$ cat src/rtl/csa_pkg.sv
// Shared defaults, stage-count helper and stage control record for the pipelined carry-skip adder.
package csa_pkg;

  localparam int CSA_WIDTH_DEF = 32;
  localparam int CSA_BLK_DEF   = 4;
  localparam int CSA_BPS_DEF   = 2;

  typedef struct packed {
    logic valid;
    logic carry;
  } csa_ctrl_t;

  function automatic int csa_stages(input int width, input int blk, input int bps);
    return width / (blk * bps);
  endfunction

endpackage

$ cat src/rtl/csa_block.sv
// One carry-skip block: BLK-bit ripple section whose carry out is bypassed
// by the block carry in when every bit propagates.
module csa_block #(
  parameter int BLK = 4
) (
  input  logic [BLK-1:0] a,
  input  logic [BLK-1:0] b,
  input  logic           cin,
  output logic [BLK-1:0] sum,
  output logic           cout
);

  logic [BLK:0]   c;
  logic [BLK-1:0] p;

  always_comb begin
    p    = a ^ b;
    c    = '0;
    c[0] = cin;
    for (int i = 0; i < BLK; i++) begin
      c[i+1] = (a[i] & b[i]) | (p[i] & c[i]);
    end
  end

  assign sum  = p ^ c[BLK-1:0];
  assign cout = (&p) ? cin : c[BLK];

endmodule

$ cat src/rtl/pipelined_carry_skip_adder.sv
// Pipelined carry-skip adder with valid/ready stream ports; each stage adds one
// BLK*BPS-bit slice. Define CSA_OVF_EN to add the registered signed-overflow output ovf.
module pipelined_carry_skip_adder
  import csa_pkg::*;
#(
  parameter int WIDTH = CSA_WIDTH_DEF,
  parameter int BLK   = CSA_BLK_DEF,
  parameter int BPS   = CSA_BPS_DEF
) (
  input  logic             clk,
  input  logic             rst_n,
  input  logic             in_valid,
  output logic             in_ready,
  input  logic [WIDTH-1:0] a,
  input  logic [WIDTH-1:0] b,
  input  logic             cin,
  output logic             out_valid,
  input  logic             out_ready,
  output logic [WIDTH-1:0] sum,
  output logic             cout
`ifdef CSA_OVF_EN
  ,
  output logic             ovf
`endif
);

  localparam int SEG    = BLK * BPS;
  localparam int STAGES = csa_stages(WIDTH, BLK, BPS);

  if ((WIDTH % SEG) != 0 || WIDTH < SEG) begin : g_bad_cfg
    $error("WIDTH must be a non-zero multiple of BLK*BPS");
  end

  // Handshake: a stage register is free when empty or when its content leaves
  // this cycle; ready_k = !valid_k || ready_{k+1}, ready_STAGES = out_ready.
  logic [STAGES-1:0] v;
  logic [STAGES-1:0] cy;
  logic [STAGES:0]   rdy;

  always_comb begin
    rdy         = '0;
    rdy[STAGES] = out_ready;
    for (int k = STAGES - 1; k >= 0; k--) begin
      rdy[k] = !v[k] || rdy[k+1];
    end
  end

  assign in_ready = rdy[0];

  for (genvar k = 0; k < STAGES; k++) begin : g_stg
    localparam int SW = (k + 1) * SEG;
    localparam int RW = WIDTH - SW;

    logic [SEG-1:0] sl_a;
    logic [SEG-1:0] sl_b;
    logic [SEG-1:0] sl_s;
    logic           sl_c;
    logic           up_v;
    logic [BPS:0]   bc;
    logic [SW-1:0]  sum_d;
    logic [SW-1:0]  sum_q;
    csa_ctrl_t      ctrl_q;

    if (k == 0) begin : g_src
      assign sl_a  = a[SEG-1:0];
      assign sl_b  = b[SEG-1:0];
      assign sl_c  = cin;
      assign up_v  = in_valid;
      assign sum_d = sl_s;
    end else begin : g_src
      assign sl_a  = g_stg[k-1].g_up.a_q[SEG-1:0];
      assign sl_b  = g_stg[k-1].g_up.b_q[SEG-1:0];
      assign sl_c  = cy[k-1];
      assign up_v  = v[k-1];
      assign sum_d = {sl_s, g_stg[k-1].sum_q};
    end

    assign bc[0] = sl_c;
    for (genvar j = 0; j < BPS; j++) begin : g_blk
      csa_block #(.BLK(BLK)) u_blk (
        .a    (sl_a[j*BLK +: BLK]),
        .b    (sl_b[j*BLK +: BLK]),
        .cin  (bc[j]),
        .sum  (sl_s[j*BLK +: BLK]),
        .cout (bc[j+1])
      );
    end

    // valid follows upstream whenever this stage may move; payload only on a real load
    always_ff @(posedge clk or negedge rst_n) begin
      if (!rst_n) begin
        ctrl_q <= '0;
        sum_q  <= '0;
      end else begin
        if (rdy[k]) begin
          ctrl_q.valid <= up_v;
        end
        if (up_v && rdy[k]) begin
          ctrl_q.carry <= bc[BPS];
          sum_q        <= sum_d;
        end
      end
    end

    assign v[k]  = ctrl_q.valid;
    assign cy[k] = ctrl_q.carry;

    // Operand bits not yet added travel alongside the partial sum.
    if (k < STAGES - 1) begin : g_up
      logic [RW-1:0] a_d;
      logic [RW-1:0] b_d;
      logic [RW-1:0] a_q;
      logic [RW-1:0] b_q;

      if (k == 0) begin : g_in
        assign a_d = a[WIDTH-1:SEG];
        assign b_d = b[WIDTH-1:SEG];
      end else begin : g_in
        assign a_d = g_stg[k-1].g_up.a_q[RW+SEG-1:SEG];
        assign b_d = g_stg[k-1].g_up.b_q[RW+SEG-1:SEG];
      end

      always_ff @(posedge clk or negedge rst_n) begin
        if (!rst_n) begin
          a_q <= '0;
          b_q <= '0;
        end else if (up_v && rdy[k]) begin
          a_q <= a_d;
          b_q <= b_d;
        end
      end
    end

    if (k == STAGES - 1) begin : g_out
      assign out_valid = ctrl_q.valid;
      assign sum       = sum_q;
      assign cout      = ctrl_q.carry;
`ifdef CSA_OVF_EN
      // The final slice still sees the operand MSBs, so no extra bits are carried.
      logic ovf_q;
      always_ff @(posedge clk or negedge rst_n) begin
        if (!rst_n) begin
          ovf_q <= 1'b0;
        end else if (up_v && rdy[k]) begin
          ovf_q <= (sl_a[SEG-1] == sl_b[SEG-1]) && (sl_s[SEG-1] != sl_a[SEG-1]);
        end
      end
      assign ovf = ovf_q;
`endif
    end
  end

endmodule
$ cat config.mk
export PLATFORM = sky130hd
export DESIGN_NAME = pipelined_carry_skip_adder
export DESIGN_NICKNAME = d
export VERILOG_FILES = /design/src/rtl/csa_pkg.sv /design/src/rtl/csa_block.sv /design/src/rtl/pipelined_carry_skip_adder.sv
export SDC_FILE = /design/constraint.sdc
export NUM_CORES = 1
export LEC_CHECK = 0
export CAP_MARGIN = 20
export CORE_MARGIN = 8
export CORE_UTILIZATION = 50
export DETAILED_ROUTE_END_ITERATION = 10
export GPL_TIMING_DRIVEN = 0
export HOLD_SLACK_MARGIN = 0.05
export PLACE_DENSITY = 0.84
export SLEW_MARGIN = 20
export SYNTH_ARGS = -nofsm -noshare
export SYNTH_HDL_FRONTEND = slang
export SYNTH_SLANG_ARGS = --single-unit
$ cat constraint.sdc
create_clock -name clk -period 3.5 [get_ports clk]
set_input_delay 0.35 -clock clk [delete_from_list [all_inputs] [get_ports clk]]
set_output_delay 0.35 -clock clk [all_outputs]
set_load 0.005 [all_outputs]
==> impl_metrics.csv <==
group,metric,value,unit
status,status,"finished with violations",
status,violations,"negative setup slack",
floorplanning,dieHeight,144,µm
sta,max_slew.worst_pin.slew,0.565,ns
synthesis,yosysWarnings,0,
clock_tree,cts_tree,"done",
layout,nNetsFinal,787,
critical_path,r2r_setup_slack,-0.27,ns
min_path,hold_path_depth,4,
sta,rsz0062_at_grt,"yes",
layout,fillers,1140,
critical_path,cp-start-kind,"flip-flop",
placement,dpl.hpwl,11400,µm
clock_tree,cts-htree-levels,4,
sta,skew,0.0104,ns
clock_tree,clkSlewWorstSetupHoldPaths,0.06,ns
power_and_ir_drop,p_leak,4.46,nW
critical_path,path_cells,"inv_1 -> fa_1 -> inv_1 -> fa_2 -> fa_2 -> fa_2 -> mux2_4 -> fa_2 -> fa_2 -> fa_2 -> inv_2 -> fa_2 -> o21ai_2",
grt,grt_pass1_vias,5307,
route,route.detailed.drc,0,
power_and_ir_drop,power_density,769,nW/µm²
sta,final-hold-violation-count,0,
power_and_ir_drop,vdd_drop_max,382,µV
grt,grt_usage,0.170,
clock_tree,clk_latency,0.43,ns
critical_path,rr_endpoint,"g_stg[2].sum_q[23]$_DFFE_PN0P_",
synthesis,synth.area.top_cells,"dfrtp_1 57%, mux2_2 23%, fa_1 7.9%",
route,wl,16100,µm
route,drtIter0Drc,168,
sta,setup_ws,-0.270,ns
clock_tree,cts-root-buf,"clkbuf_16",
layout,final_util,0.648,
synthesis,synth_top_area_cell,"dfrtp_1",
sta,fin_crit_sh,1.08,
min_path,hold-path-endpoint,"g_stg[0].sum_q[0]$_DFFE_PN0P_",
sta,max_slew_margin,0.623,
power_and_ir_drop,power_frac_seq,0.428,
sta,setup_viol,8,
floorplanning,num_rows,46,
sta,setup_tns,-1.11,ns
min_path,min-delay-path-class,"input pin to flip-flop",
sta,clock.fmax,0.265,GHz
clock_tree,clockBufferDepth,2,
synthesis,post_synth.cell_area_avg,15.7,µm²
route,drt-wirelength-per-cell,18.3,µm
synthesis,syn_area,8150,µm²
sta,hold_ws,0.413,ns
critical_path,reg2reg_depth,13,
critical_path,worst_path_largest_cell_delay,0.43,ns
sta,fin_crit,3.77,ns
critical_path,cp_slowest_cell,"fa_2",
synthesis,ys_seq_area_frac,0.565,
clock_tree,cts.sinks,184,
synthesis,synth_fp_nets,652,
floorplanning,fp.dieW,144,µm
min_path,worstHoldStart,"b[0]",
floorplanning,io_pins,104,
clock_tree,cts_made_buffers,17,
floorplanning,initial_utilization,0.513,
layout,area_growth,26.4,%
synthesis,ys_ff_latch,184,
critical_path,cp-end-kind,"flip-flop",
layout,antenna_cells,0,
critical_path,r2r_start,"g_stg[2].sl_c$_DFFE_PN0P_",
power_and_ir_drop,internal_power,5.66,mW
layout,layout-drive-gt1-share,0.435,
power_and_ir_drop,power.switching,2.25,mW
critical_path,arrival,4.12,ns
power_and_ir_drop,power_frac_clock,0.257,
grt,antenna_found_initial,1,
critical_path,path_delay_family,"adder cells",
floorplanning,dieArea,20600,µm²
route,antenna_left,0,
grt,overflow,0,
power_and_ir_drop,pwr-share-comb,0.315,
synthesis,synth.distinct_cells,18,
synthesis,netlist.area_leader.share,0.565,
placement,io_buffers,103,
synthesis,netlist_instances,519,
critical_path,critical_path_class,"flip-flop to flip-flop",
floorplanning,core,15900,µm²
placement,place_ws,-0.737,ns
grt,grt_first_pass_wirelength,26400,µm
grt,grt_max_degree,110,
critical_path,critPathRequiredTime,3.85,ns
power_and_ir_drop,swShare,0.284,
route,drt_first_pass_iters,4,
route,route.vias.total,4514,
critical_path,crit_buf_inv,3,
flow_run,cap_violations,0,
route,post_drt_via_cell_ratio,5.11,
sta,slew_violations,0,
critical_path,cpMostUsedCell,"fa_2",
placement,place.gp.congestion,0.810,
critical_path,critPathMaxFanout,2,
[metal layers]
metal	wire length, µm	global-route usage
met1	6680	0.196
met2	8480	0.299
met3	680	0.0388
met4	277	0.0719
met5	13	0
[Yosys cell counts, drive strengths merged]
cell type	count
nand2b	2
or2	1
inv	30
buf	18
nand2	20
ha	32
o21bai	1
o21ai	18
fa	32
nand4	8
dfrtp	184
nand4b	1
mux2	172
[flip-flops by register name (all words and copies together) (netlist names)]
| signal | count |
|---|---|
| cout | 1 |
| g_stg.g_up.a_q | 48 |
| sum | 32 |
| out_valid | 1 |
| g_stg.sl_c | 3 |
| g_stg.sum_q | 48 |
| g_stg.up_v | 3 |
| g_stg.g_up.b_q | 48 |
[cell usage in the layout (no fill, tap or decap), types with 7 or more instances in the layout]
master             n
clkbuf_16         17
nand2_1           16
inv_1             14
ha_1              32
buf_6              9
mux2_2           165
clkdlybuf4s50_1   97
dfrtp_1          184
inv_2             16
buf_4             16
buf_2              7
fa_2              29
nand4_1            8
[cell families (layout without fill, tap and decap cells)]
logic type,after synthesis,count (layout),synth area share
simple gates,32,32,0.0212
compound gates,19,19,0.0147
flops,184,184,0.565
buf+inv,48,196,0.0333
fa+ha+maj,64,64,0.128
mux,172,172,0.238
[per-stage QoR]
step / cells / total power, mW / instance area [µm²]
after floorplan: 519 / 4.65 / 8200
after global placement: 838 / 5.54 / 9500
after detailed placement: 839 / 5.73 / 9540
after CTS: 882 / 7.95 / 10300
after global routing: 883 / 8.42 / 10300
final: 883 / 7.91 / 10300
[worst reg2reg max path: stages (launching register included)]
cell and delay [ns]:
dfrtp_1 0.40, inv_1 0.08, fa_1 0.15, inv_1 0.05
fa_2 0.34, fa_2 0.37, fa_2 0.34, mux2_4 0.28
fa_2 0.37, fa_2 0.36, fa_2 0.34, inv_2 0.06
fa_2 0.43, o21ai_2 0.12
[power by group through the flow]
| stage | clock [mW] | sequential, mW | combinational [mW] |
|---|---|---|---|
| after global routing | 2.16 | 3.48 | 2.78 |
| after detailed placement | 0 | 3.42 | 2.30 |
| after global placement | 0 | 3.37 | 2.17 |
| final | 2.03 | 3.39 | 2.50 |
| after floorplan | 0 | 3.28 | 1.37 |
| after CTS | 2.08 | 3.39 | 2.48 |
[cell type report]
cell class | count | area (µm²) | share of cell area
Buffer | 18 | 159 | 0.0154
Clock inverter | 10 | 166 | 0.0162
Clock buffer | 22 | 464 | 0.0451
Multi-Input combinational cell | 287 | 3380 | 0.328
Tap cell | 216 | 270 | 0.0262
Timing Repair Buffer | 116 | 1140 | 0.111
Sequential cell | 184 | 4600 | 0.447
Inverter | 30 | 113 | 0.0109
[what timing repair did]
action / CTS / global route
setup buffers: 10 / 1
endpoints found under the setup margin: 12 / 11
cloned: 0 / 0
hold endpoints to repair: 75 / 0
pin swaps: 12 / 8
hold buffers: 1 / 0
resized for setup: 43 / 13
[how the worst max path moves through the flow]
stage | from | to | slack [ns] | cells after the start
after floorplan | g_stg[0].g_up.a_q[0]$_DFFE_PN0P_ | g_stg[1].sum_q[15]$_DFFE_PN0P_ | -0.11 | 13
after global placement | rst_n | g_stg[0].g_up.a_q[9]$_DFFE_PN0P_ | -4.90 | 1
after detailed placement | b[0] | g_stg[0].sum_q[7]$_DFFE_PN0P_ | -0.74 | 14
after CTS | g_stg[2].sl_c$_DFFE_PN0P_ | g_stg[2].sum_q[23]$_DFFE_PN0P_ | -0.31 | 13
final | g_stg[2].sl_c$_DFFE_PN0P_ | g_stg[2].sum_q[23]$_DFFE_PN0P_ | -0.27 | 13
after global routing | g_stg[2].sl_c$_DFFE_PN0P_ | g_stg[2].sum_q[23]$_DFFE_PN0P_ | -0.37 | 13
Note: power is estimated with default switching activity, not from simulation.
